<file path="src/rtl/matmul_pkg.sv">
// ---------------------------------------------------------------------------
// matmul_pkg
// Shared definitions for the matmul_nxn block:
//   state_t : controller states (IDLE, COMPUTE, OUTPUT)
//   idx_w   : width of a row-major element index for an n x n matrix
//   cnt_w   : width of a row/column/inner-product counter (0..n-1)
//   acc_w   : accumulator width that cannot overflow over n products
// ---------------------------------------------------------------------------
package matmul_pkg;

    typedef enum logic [1:0] {
        ST_IDLE    = 2'd0,
        ST_COMPUTE = 2'd1,
        ST_OUTPUT  = 2'd2
    } state_t;

    function automatic int idx_w(input int n);
        return (n * n > 1) ? $clog2(n * n) : 1;
    endfunction

    function automatic int cnt_w(input int n);
        return (n > 1) ? $clog2(n) : 1;
    endfunction

    // n products of two dw-bit unsigned values stay below 2^(2*dw + clog2(n)).
    function automatic int acc_w(input int dw, input int n);
        return 2 * dw + $clog2(n);
    endfunction

endpackage

</file>
<file path="src/rtl/matmul_nxn_mac.sv">
// ---------------------------------------------------------------------------
// matmul_mac
// Registered unsigned multiply-accumulate.
//   clk, rst_n : clock, synchronous active-low reset (clears the accumulator)
//   en_i       : perform one MAC this cycle
//   clr_i      : with en_i, start a new sum from this product instead of
//                adding to the previous one
//   a_i, b_i   : DW-bit unsigned operands
//   acc_o      : AW-bit accumulated sum (registered)
// ---------------------------------------------------------------------------
module matmul_mac
    import matmul_pkg::*;
#(
    parameter int DW = 8,
    parameter int AW = acc_w(8, 3)
) (
    input  logic          clk,
    input  logic          rst_n,
    input  logic          en_i,
    input  logic          clr_i,
    input  logic [DW-1:0] a_i,
    input  logic [DW-1:0] b_i,
    output logic [AW-1:0] acc_o
);

    logic [2*DW-1:0] prod;
    logic [AW-1:0]   acc_d;
    logic [AW-1:0]   acc_q;

    always_comb begin
        prod  = {{DW{1'b0}}, a_i} * {{DW{1'b0}}, b_i};
        acc_d = acc_q;
        if (en_i) begin
            acc_d = clr_i ? AW'(prod) : acc_q + AW'(prod);
        end
    end

    // ---- stage p1: accumulator register ----
    always_ff @(posedge clk) begin
        if (!rst_n) begin
            acc_q <= '0;
        end else begin
            acc_q <= acc_d;
        end
    end

    assign acc_o = acc_q;

endmodule

</file>
<file path="src/rtl/matmul_nxn.sv">
// ---------------------------------------------------------------------------
// matmul_nxn
// Computes C = A x B for N x N unsigned matrices with a single MAC, then
// streams C out in row-major order over a valid/ready handshake.
//
// Ports
//   clk, rst_n              : clock, synchronous active-low reset
//   a_wr, a_loc, a_val      : write A[a_loc] (row-major), honoured in IDLE only
//   b_wr, b_loc, b_val      : write B[b_loc] (row-major), honoured in IDLE only
//   start                   : begin a run (IDLE only)
//   busy                    : high while computing or streaming results
//   res_valid/res_ready     : result handshake
//   res_data, res_loc       : result value and its row-major index
//   done                    : one-cycle pulse after the last result transfer
//
// Build option
//   MATMUL_SAT_EN : when defined, results above 2^RW-1 clamp to 2^RW-1;
//                   otherwise the low RW bits of the sum are kept.
// ---------------------------------------------------------------------------
module matmul_nxn
    import matmul_pkg::*;
#(
    parameter int N  = 3,
    parameter int DW = 8,
    parameter int RW = 8
) (
    input  logic                 clk,
    input  logic                 rst_n,
    input  logic                 a_wr,
    input  logic [idx_w(N)-1:0]  a_loc,
    input  logic [DW-1:0]        a_val,
    input  logic                 b_wr,
    input  logic [idx_w(N)-1:0]  b_loc,
    input  logic [DW-1:0]        b_val,
    input  logic                 start,
    output logic                 busy,
    output logic                 res_valid,
    input  logic                 res_ready,
    output logic [RW-1:0]        res_data,
    output logic [idx_w(N)-1:0]  res_loc,
    output logic                 done
);

    localparam int LW = idx_w(N);
    localparam int KW = cnt_w(N);
    localparam int AW = acc_w(DW, N);
    localparam int NN = N * N;

    localparam logic [KW-1:0] NM1    = KW'(N - 1);
    localparam logic [LW-1:0] N_L    = LW'(N);
    localparam logic [LW-1:0] LAST_L = LW'(NN - 1);
    localparam logic [LW:0]   NN_L   = (LW + 1)'(NN);

    function automatic logic [RW-1:0] sat_acc(input logic [AW-1:0] acc);
`ifdef MATMUL_SAT_EN
        if (|(acc >> RW)) begin
            return '1;
        end
        return RW'(acc);
`else
        return RW'(acc);
`endif
    endfunction

    state_t state_q, state_d;

    logic [DW-1:0] a_q   [NN];
    logic [DW-1:0] b_q   [NN];
    logic [RW-1:0] res_q [NN];

    logic [KW-1:0] i_q, j_q, k_q;
    logic [LW-1:0] out_idx_q;
    logic          done_q;

    logic          vld_p1_q;
    logic [LW-1:0] wb_idx_p1_q;

    logic          in_idle, in_compute, mac_last, k_last, hs, out_last;
    logic          a_wr_ok, b_wr_ok;
    logic [LW-1:0] a_idx, b_idx, c_idx;
    logic [AW-1:0] acc;

    assign in_idle    = (state_q == ST_IDLE);
    assign in_compute = (state_q == ST_COMPUTE);
    assign k_last     = (k_q == NM1);
    assign mac_last   = in_compute && (i_q == NM1) && (j_q == NM1) && k_last;
    assign hs         = res_valid && res_ready;
    assign out_last   = (out_idx_q == LAST_L);

    assign a_wr_ok = in_idle && a_wr && ({1'b0, a_loc} < NN_L);
    assign b_wr_ok = in_idle && b_wr && ({1'b0, b_loc} < NN_L);

    // Loop order i, j, k: A[i][k] * B[k][j] accumulates into C[i][j].
    assign a_idx = LW'(i_q) * N_L + LW'(k_q);
    assign b_idx = LW'(k_q) * N_L + LW'(j_q);
    assign c_idx = LW'(i_q) * N_L + LW'(j_q);

    always_comb begin
        state_d   = state_q;
        busy      = 1'b0;
        res_valid = 1'b0;
        unique case (state_q)
            ST_IDLE: begin
                if (start) begin
                    state_d = ST_COMPUTE;
                end
            end
            ST_COMPUTE: begin
                busy = 1'b1;
                if (mac_last) begin
                    state_d = ST_OUTPUT;
                end
            end
            ST_OUTPUT: begin
                busy      = 1'b1;
                res_valid = 1'b1;
                if (res_ready && out_last) begin
                    state_d = ST_IDLE;
                end
            end
            default: state_d = ST_IDLE;
        endcase
    end

    always_ff @(posedge clk) begin
        if (!rst_n) begin
            state_q <= ST_IDLE;
        end else begin
            state_q <= state_d;
        end
    end

    // Operand storage; a same-cycle write and start lands before COMPUTE reads.
    always_ff @(posedge clk) begin
        if (!rst_n) begin
            for (int n = 0; n < NN; n++) begin
                a_q[n] <= '0;
                b_q[n] <= '0;
            end
        end else begin
            if (a_wr_ok) begin
                a_q[a_loc] <= a_val;
            end
            if (b_wr_ok) begin
                b_q[b_loc] <= b_val;
            end
        end
    end

    // ---- stage p0: loop counters and operand fetch ----
    always_ff @(posedge clk) begin
        if (!rst_n) begin
            i_q <= '0;
            j_q <= '0;
            k_q <= '0;
        end else if (in_compute) begin
            if (!k_last) begin
                k_q <= k_q + 1'b1;
            end else begin
                k_q <= '0;
                if (j_q != NM1) begin
                    j_q <= j_q + 1'b1;
                end else begin
                    j_q <= '0;
                    i_q <= (i_q == NM1) ? '0 : i_q + 1'b1;
                end
            end
        end
    end

    matmul_mac #(
        .DW (DW),
        .AW (AW)
    ) u_mac (
        .clk   (clk),
        .rst_n (rst_n),
        .en_i  (in_compute),
        .clr_i (k_q == '0),
        .a_i   (a_q[a_idx]),
        .b_i   (b_q[b_idx]),
        .acc_o (acc)
    );

    // ---- stage p1: finished sum is in the accumulator; write it back ----
    // The final write-back happens in the first OUTPUT cycle, long before the
    // stream reaches that last index.
    always_ff @(posedge clk) begin
        if (!rst_n) begin
            vld_p1_q    <= 1'b0;
            wb_idx_p1_q <= '0;
        end else begin
            vld_p1_q    <= in_compute && k_last;
            wb_idx_p1_q <= c_idx;
        end
    end

    always_ff @(posedge clk) begin
        if (!rst_n) begin
            for (int n = 0; n < NN; n++) begin
                res_q[n] <= '0;
            end
        end else if (vld_p1_q) begin
            res_q[wb_idx_p1_q] <= sat_acc(acc);
        end
    end

    // ---- result stream ----
    always_ff @(posedge clk) begin
        if (!rst_n) begin
            out_idx_q <= '0;
            done_q    <= 1'b0;
        end else begin
            done_q <= hs && out_last;
            if (hs) begin
                out_idx_q <= out_last ? '0 : out_idx_q + 1'b1;
            end
        end
    end

    assign res_data = res_q[out_idx_q];
    assign res_loc  = out_idx_q;
    assign done     = done_q;

endmodule

</file>
<file path="config.mk">
export PLATFORM = sky130hd
export DESIGN_NAME = matmul_nxn
export DESIGN_NICKNAME = d
export VERILOG_FILES = /design/src/rtl/matmul_pkg.sv /design/src/rtl/matmul_nxn_mac.sv /design/src/rtl/matmul_nxn.sv
export SDC_FILE = /design/constraint.sdc
export NUM_CORES = 1
export LEC_CHECK = 0
export ABC_CLOCK_PERIOD_IN_PS = 9900
export CAP_MARGIN = 25
export CORE_MARGIN = 10
export CORE_UTILIZATION = 52
export CTS_BUF_LIST = sky130_fd_sc_hd__clkbuf_4 sky130_fd_sc_hd__clkbuf_8
export DETAILED_ROUTE_END_ITERATION = 10
export GPL_ROUTABILITY_DRIVEN = 0
export PLACE_DENSITY_LB_ADDON = 0.08
export SLEW_MARGIN = 25
export SYNTH_ARGS = -nofsm -noshare
export SYNTH_HDL_FRONTEND = slang
export SYNTH_HIERARCHICAL = 1
export SYNTH_SLANG_ARGS = --single-unit
</file>
<file path="constraint.sdc">
create_clock -name clk -period 9.9 [get_ports clk]
set_clock_uncertainty 0.2 [all_clocks]
set_input_delay 0.99 -clock clk [delete_from_list [all_inputs] [get_ports clk]]
set_output_delay 0.99 -clock clk [all_outputs]
set_load 0.05 [all_outputs]
</file>
==> results.txt, run 1 <==
- Setup violations, final: 0
- Half-perimeter wire length after detailed placement: 25630 um
* Total global-route track usage: 18.12%
- The number of global-route vias before repair was 10.43k.
- The H-tree was split into 3 levels.
* Pwr dens: 229.7 mW/mm^2
* Number of buffers inserted by port buffering: 44
* Total number of nets in the final design: 1442
- Total wire length: 38770 um
- Instance count of the mapped netlist: 1136
- At the pin with the least slew margin, the transition time is 0.8789 ns.
- In this run, the clock network consumes 32.1% of the power.
* Post-Place Cell Area: 0.02054 sq mm
- Total Die Area: 0.04494 sq mm
- Critical path depth: 22
- Cells after DPL: 1739
- TritonCTS clock tree: yes
* Horizontal die dimension: 212 um
- Busiest grt layer: met2
* Core area: 0.03652 sq mm
* Floorplan die height: 212 um
- VDD sags by at most 0.1452 mV.
- Average detailed-routed wire length per instance: 20.78 um
- Row generation in the floorplan step produced 70 rows.
- In the routed layout, each cell is associated on average with a via count of 5.293.
* Sequential Power Share: 42.1%
* Max-slew violation count: 0
- Global routing usage on met1: 23.66%
- Pin count of the biggest net entering global routing: 55
- Non-Filler Cell Area, Final: 0.02207 sq mm
* Crit path required time: 10.16 ns
* Met3 track demand over resource in global routing: 3.578%
- Mapped cell area: 0.01917 sq mm
- Along the worst path, the maximum fanout reaches 20.
* Critical setup path kind: flop to flop
- Initial cell density of the core: 52.49%
* Slew margin rel.: 40.96%
- The tool flagged a number of max-cap violations equal to 0.
- Antenna diode count: 0
- The kind of cell with the highest combined delay along the critical path is adder cells.
- Final cell utilization of the core: 60.44%
* Area added between synthesis and finish: 15.15%
- Global routing finished with a remaining overflow of 0.
- Worst Reg-to-Reg Cells: 22
- Overall power consumption after layout is estimated at 5.071 mW.
* Combined buffer and inverter count along the critical path: 4
- For the worst-skew pair, the clock arrives at the later sink with an insertion delay of 0.61 ns.
* Via count: 9877
- Lkg Pwr: 8.306 nW
- Number of failing hold endpoints at the final stage: 0
* Hold Buf Count CTS: 0
- The run finished with clean final reports.
- Total clock buffers created by CTS: 71
- For this run, global-route usage on met2 was measured as 30.24%.
- Period utilization: 74.65%
* Setup TNS after final layout: 0 ns
* First DRT Iteration DRCs: 499
- Number of iterations in the first detailed-routing pass: 7
- Number of cells on the worst hold path: 2
- During synthesis, Yosys emitted a total of 6 warnings.
- Worst EP arrival: 7.65 ns
- Hold is met by 0.3392 ns.
* Number of antenna violations at the first check in global routing: 1
* Fill cells: 2819
- The count of nets left with antenna violations once routing finished came out at 0.
- Final instance count without filler cells: 1866
- Post-CTS setup buffer count: 0
- Pint: 3.581 mW
* Clock sink count: 414
- Global-route wire length before repair: 61540 um
- Shortest period the worst path allows: 7.390 ns
* DRC violations left: 0
- The slowest stage of the critical path is the sky130_fd_sc_hd__fa_2 cell.
- Clock Tree Buf Depth: 3
* Maximum achievable frequency: 0.1353 GHz
* Net switching power: 1.489 mW
- The tightest min-delay check is of the flop to flop type.
- On the worst path, the slowest cell contributes a delay of 0.92 ns.
- Kind of start point of the critical path: flop
- Setup repair after global routing left no endpoint under its margin.
- Of the cells placed in the final design, the portion with a size suffix greater than 1 is 17.67%.
- 45 I/O pins were placed.
- Clock slew at the register clock pins of the worst setup and hold paths: 0.06 ns
- The cell sitting at the root of the clock tree is a sky130_fd_sc_hd__clkbuf_8.
* Series of cell instances along the critical path: inv_1, ha_1, fa_2, buf_4, mux4_2, mux4_1, and2_1, fa_1, fa_1, inv_1, fa_1, fa_1, inv_1, ha_1, xor2_1, ha_1, nand4_1, o211a_1, o21ai_2, xor2_1, mux2i_1, a21oi_1
- After clock tree synthesis, the repair step resized 0 gates.
* Most frequent cell on the critical path: sky130_fd_sc_hd__fa_1
- Logic pwr share: 25.8%
* Worst slack at placement: 2.200 ns
- Setup slack closes at 2.510 ns.
- In this run switching power makes up 29.37% of total power.
- The average instance in the mapped netlist occupies 16.87 sq um.
- The worst setup path is captured at a flop.
## worst register-to-register path: cells and delay by family (launching register included)
family,cells,cell delay (ns)
muxes,3,1.12
DFF,1,0.47
and+or+nand+nor,2,0.34
buffers and inverters,4,0.54
AOI/OAI and AO/OA,3,0.30
adders and majority gates,8,3.90
xor gates and xnor gates,2,0.37
## final timing paths
kind,slack (ns),from,end
worst max-delay path,2.51,i_q[0],u_mac/acc_o[7]
worst min-delay path,0.34,state_q[1],state_q[1]
worst max register to register,2.51,i_q[0],u_mac/acc_o[7]
worst min register to register,0.34,state_q[1],state_q[1]
## layout make-up
type,count,area (sq um),area share [%]
clock buffer,102,1266,5.736
sequential,414,12130,54.97
tap,468,585.6,2.653
timing repair buffer,67,608.1,2.755
inverter,44,165.2,0.7482
multi-input combinational,746,7067,32.01
clock inverter,25,247.7,1.122
## sequential cells by signal, indices dropped and copies added, names as in the netlist, named ones only
name and flops:
done 1, state_q 2, k_q 2, u_mac/acc_o 8, b_q 128, j_q 2
wb_idx_p1_q 4, res_q 128, i_q 2, res_loc 4, vld_p1_q 1, a_q 128
## cells in the final DEF, fill, tap and decap left out, types with 3 or more instances in the layout
cell type                         count
sky130_fd_sc_hd__nor3_1               5
sky130_fd_sc_hd__edfxtp_1           384
sky130_fd_sc_hd__a21o_1               3
sky130_fd_sc_hd__mux2i_1             11
sky130_fd_sc_hd__nor2b_1             13
sky130_fd_sc_hd__xor2_1               7
sky130_fd_sc_hd__clkdlybuf4s50_1     43
sky130_fd_sc_hd__mux4_1              34
sky130_fd_sc_hd__clkbuf_8            80
sky130_fd_sc_hd__ha_1                43
sky130_fd_sc_hd__dfxtp_1             28
sky130_fd_sc_hd__clkinvlp_4           3
sky130_fd_sc_hd__and2_1             242
sky130_fd_sc_hd__nand4_1              3
sky130_fd_sc_hd__o21ai_0             18
sky130_fd_sc_hd__clkinv_1             8
sky130_fd_sc_hd__a21oi_1             12
sky130_fd_sc_hd__clkbuf_4            22
sky130_fd_sc_hd__nand2_1             24
sky130_fd_sc_hd__mux4_2              86
sky130_fd_sc_hd__buf_4               23
sky130_fd_sc_hd__fa_1                22
sky130_fd_sc_hd__inv_1               44
sky130_fd_sc_hd__clkinv_2             9
sky130_fd_sc_hd__xnor2_1              8
sky130_fd_sc_hd__nor2_1              31
sky130_fd_sc_hd__bufinv_16            5
sky130_fd_sc_hd__nand2b_1            19
sky130_fd_sc_hd__and3_1              10
sky130_fd_sc_hd__nor3_2               4
sky130_fd_sc_hd__or3_1                3
sky130_fd_sc_hd__nor4_2               3
sky130_fd_sc_hd__nand3_1              7
sky130_fd_sc_hd__conb_1             112
## per-layer routing
| metal | wire length, um | up-vias |
|---|---|---|
| met2 | 19780 | 195 |
| met4 | 554 | 0 |
| li1 | - | 4629 |
| met1 | 16820 | 5008 |
| met5 | 0 | - |
| met3 | 1623 | 45 |
## power by group through the flow
stage | clock network (mW) | registers (mW) | logic (mW)
final | 1.63 | 2.14 | 1.31
after global routing | 1.75 | 2.15 | 1.47
after CTS | 1.67 | 2.14 | 1.32
after detailed placement | 0 | 2.18 | 1.31
after global placement | 0 | 2.17 | 1.30
after floorplan | 0 | 2.12 | 1.03
Power figures use the tool's default switching activity.
==> run 2: changes to the inputs <==
Settings changed: ABC_CLOCK_PERIOD_IN_PS 9900 to 5950.
Clock period 9.9 ns to 5.95 ns, I/O delays scaled along.
==> run 2 against run 1 <==
  * The flow now finishes with violations (negative setup slack)
  * First-iteration DRC count rose by 9.0%
  * Die area did not move
  * Flip-flop and latch count unchanged
  * Hold slack improved by 0.0032 ns
  * Sequential share of layout area fell by 1.2 points
  * Final cell count up 2.0%
  * Critical path type unchanged
  * Highest routed layer unchanged
==> results.txt, run 2 (synthesized netlist as in run 1, its figures left out) <==
* Final setup margin: -0.3798 ns (-2.889 ns)
- In the final layout, the registers with the most flip-flops are a_q x128, b_q x128, res_q x128.
- Lkg Pwr: 8.479 nW (+2.1%)
- Sort of element at the end of the critical path: flop
- Maximum achievable frequency: 0.1580 GHz (+17%)
* Average detailed-routed wire length per instance: 20.67 um (-0.52%)
- The placeable core area was 0.03652 sq mm (unchanged).
- The post-cts hold buffer count was 0 (unchanged).
- Clock slew at the register clock pins of the worst setup and hold paths: 0.06 ns (about the same)
- Via/cell ratio: 5.356 (+1.2%)
- Critical Path Fanout Max: 5 (-75%)
- The library cells used most frequently in the layout, excluding fill and tap cells, are sky130_fd_sc_hd__edfxtp_1 (384), sky130_fd_sc_hd__and2_1 (234), sky130_fd_sc_hd__conb_1 (112).
* ANT nets after route: 0 (unchanged)
* Number of antenna violations at the first check in global routing: 0 (-1)
- CTS H-Tree Depth: 3 (unchanged)
- The sum of negative setup slack was -0.6450 ns (-0.6450 ns).
- The number of buffers on the longest clock path is 3 (unchanged).
- The fraction of final layout cells with drive strength greater than 1 is 22.28% (+4.6 points).
* RSZ-0062 raised after global routing: true
- The violation count after the first detailed-route iteration is 544 (+9.0%).
* Antenna diode count: 0 (unchanged)
* Number of buffers inserted by port buffering: 44 (unchanged)
- The count of endpoints failing hold in the final timing report is 0 (unchanged).
- Worst slack at placement: -0.4024 ns (-2.602 ns)
- The total global routing track utilization is 18.23% (+0.11 points).
- Area added between synthesis and finish: 17.74%
* Half-perimeter wire length after detailed placement: 26460 um (+3.2%)
- The worst path arrival time was 6.58 ns (-1.07 ns).
* Critical setup path kind: flop to flop
- Max-slew violation count: 0 (unchanged)
- Initial cell density of the core: 52.49% (unchanged)
- The relative slew slack was 38.44% (-2.5 points).
- The flow ran to the end, but the final reports show violations.
* Worst vdd ir: 0.2866 mV (+97%)
- Worst min path class: primary input to flop
- Pin count of the biggest net entering global routing: 33 (-40%)
* Clk Latency, worst-skew pair: 0.61 ns (about the same)
- The number of cells in the finished layout apart from fillers is 1904 (+2.0%).
- The horizontal die dimension was 212 um (unchanged).
- The CTS buffer count was 69 (-2.8%).
- Setup violations, final: 2 (+2)
* Max-cap violations: 0 (unchanged)
- The total instance count after detailed placement was 1782 (+2.5%).
* Number of iterations in the first detailed-routing pass: 5 (-2)
* TritonCTS clock tree: yes
- The residual DRC count was 0 (unchanged).
* Shortest period the worst path allows: 6.330 ns (-1.061 ns)
- Pwr dens: 391.6 mW/mm^2 (+70%)
* Via count: 10.20k (+3.2%)
* Clock sink count: 414 (unchanged)
- The setup slack on the worst flop-to-flop path came to -0.38 ns (-2.89 ns).
- The die area came to 0.04494 sq mm (unchanged).
- Slew at the pin closest to its max-slew limit: 0.9234 ns (+0.04456 ns)
* Ports placed on the boundary: 45 (unchanged)
- The required time of the critical path is 6.20 ns (-3.96 ns).
- The tree is rooted in a sky130_fd_sc_hd__clkbuf_8.
* Leading cell type in the layout, fill and taps excluded: sky130_fd_sc_hd__edfxtp_1
- The portion of the clock cycle consumed by the worst path in the final layout was 106.4% (+32 points).
- Total wire length: 39350 um (+1.5%)
* Global-route wire length before repair: 62190 um (+1.1%)
* Floorplan die height: 212 um (unchanged)
- The count of nets after finishing is 1490 (+3.3%).
* Violated checks: negative setup slack
* Kind of start point of the critical path: flop
* Number of standard-cell rows in the floorplan: 70 (unchanged)
- Overall overflow remaining after global route: 0 (unchanged)
- The number of global-route vias before repair was 10.92k (+4.8%).
==> run 2: cell type report <==
| type | count | area (sq um) |
|---|---|---|
| tap | 468 | 585.6 |
| inverter | 44 | 165.2 |
| clock inverter | 16 | 133.9 |
| fill | 2773 | 13950 |
| clock buffer | 99 | 1206 |
| sequential | 414 | 12140 |
| timing repair buffer | 117 | 1156 |
| multi-input combinational | 746 | 7179 |
==> run 2: metal layers <==
layer	GRT usage, %	wire length (um)	part of all wire [%]
met5	0	0	0
met4	6.100	796	2.0
met3	3.328	1798	4.6
met2	31.52	20370	52
met1	22.70	16390	42
==> run 2: metrics by stage <==
step	hold WS [ns]	utilization [%]	cell area [sq um]	total power, mW
global placement	0.3282	57.62	21040	6.095
global route	0.3394	61.80	22570	9.362
finish	0.3424	61.80	22570	8.839
floorplan	0.3094	-	19690	5.311
detailed placement	0.3408	57.62	21040	6.140
CTS	0.3068	61.68	22530	8.842
==> run 2: worst paths after layout <==
kind,startpoint,to,cells after the start
max,j_q[1],u_mac/acc_o[7],25
min,rst_n,state_q[1],2
max reg2reg,j_q[1],u_mac/acc_o[7],25
min reg2reg,state_q[1],state_q[1],2
==> run 2: critical path: stages (launching register included) <==
cell                       delay (ns)
sky130_fd_sc_hd__dfxtp_4         0.34
sky130_fd_sc_hd__inv_2           0.04
sky130_fd_sc_hd__fa_1            0.55
sky130_fd_sc_hd__inv_2           0.05
sky130_fd_sc_hd__ha_4            0.15
sky130_fd_sc_hd__fa_1            0.52
sky130_fd_sc_hd__buf_12          0.14
sky130_fd_sc_hd__mux4_2          0.58
sky130_fd_sc_hd__and2_4          0.18
sky130_fd_sc_hd__fa_2            0.38
sky130_fd_sc_hd__fa_1            0.44
sky130_fd_sc_hd__ha_1            0.30
sky130_fd_sc_hd__inv_2           0.04
sky130_fd_sc_hd__fa_1            0.54
sky130_fd_sc_hd__inv_2           0.05
sky130_fd_sc_hd__ha_4            0.26
sky130_fd_sc_hd__inv_1           0.04
sky130_fd_sc_hd__o21bai_1        0.14
sky130_fd_sc_hd__xor2_1          0.26
sky130_fd_sc_hd__ha_1            0.32
sky130_fd_sc_hd__nand4_1         0.10
sky130_fd_sc_hd__o211a_1         0.17
sky130_fd_sc_hd__o21ai_2         0.06
sky130_fd_sc_hd__xor2_1          0.14
sky130_fd_sc_hd__mux2i_1         0.13
sky130_fd_sc_hd__a21oi_1         0.08
==> run 2: power by group <==
group          switching [mW]  internal [mW]
Sequential              0.179           3.39
Combinational            1.34           1.48
Clock                    1.08           1.38
Total                    2.59           6.25
==> run 2: timing repair <==
item                       CTS  global route
pin swaps                    9             5
resized for setup           17             8
setup endpoints to repair    4             4
buffers inserted             5             1
gates cloned                 1             0
hold endpoints to repair     0             0
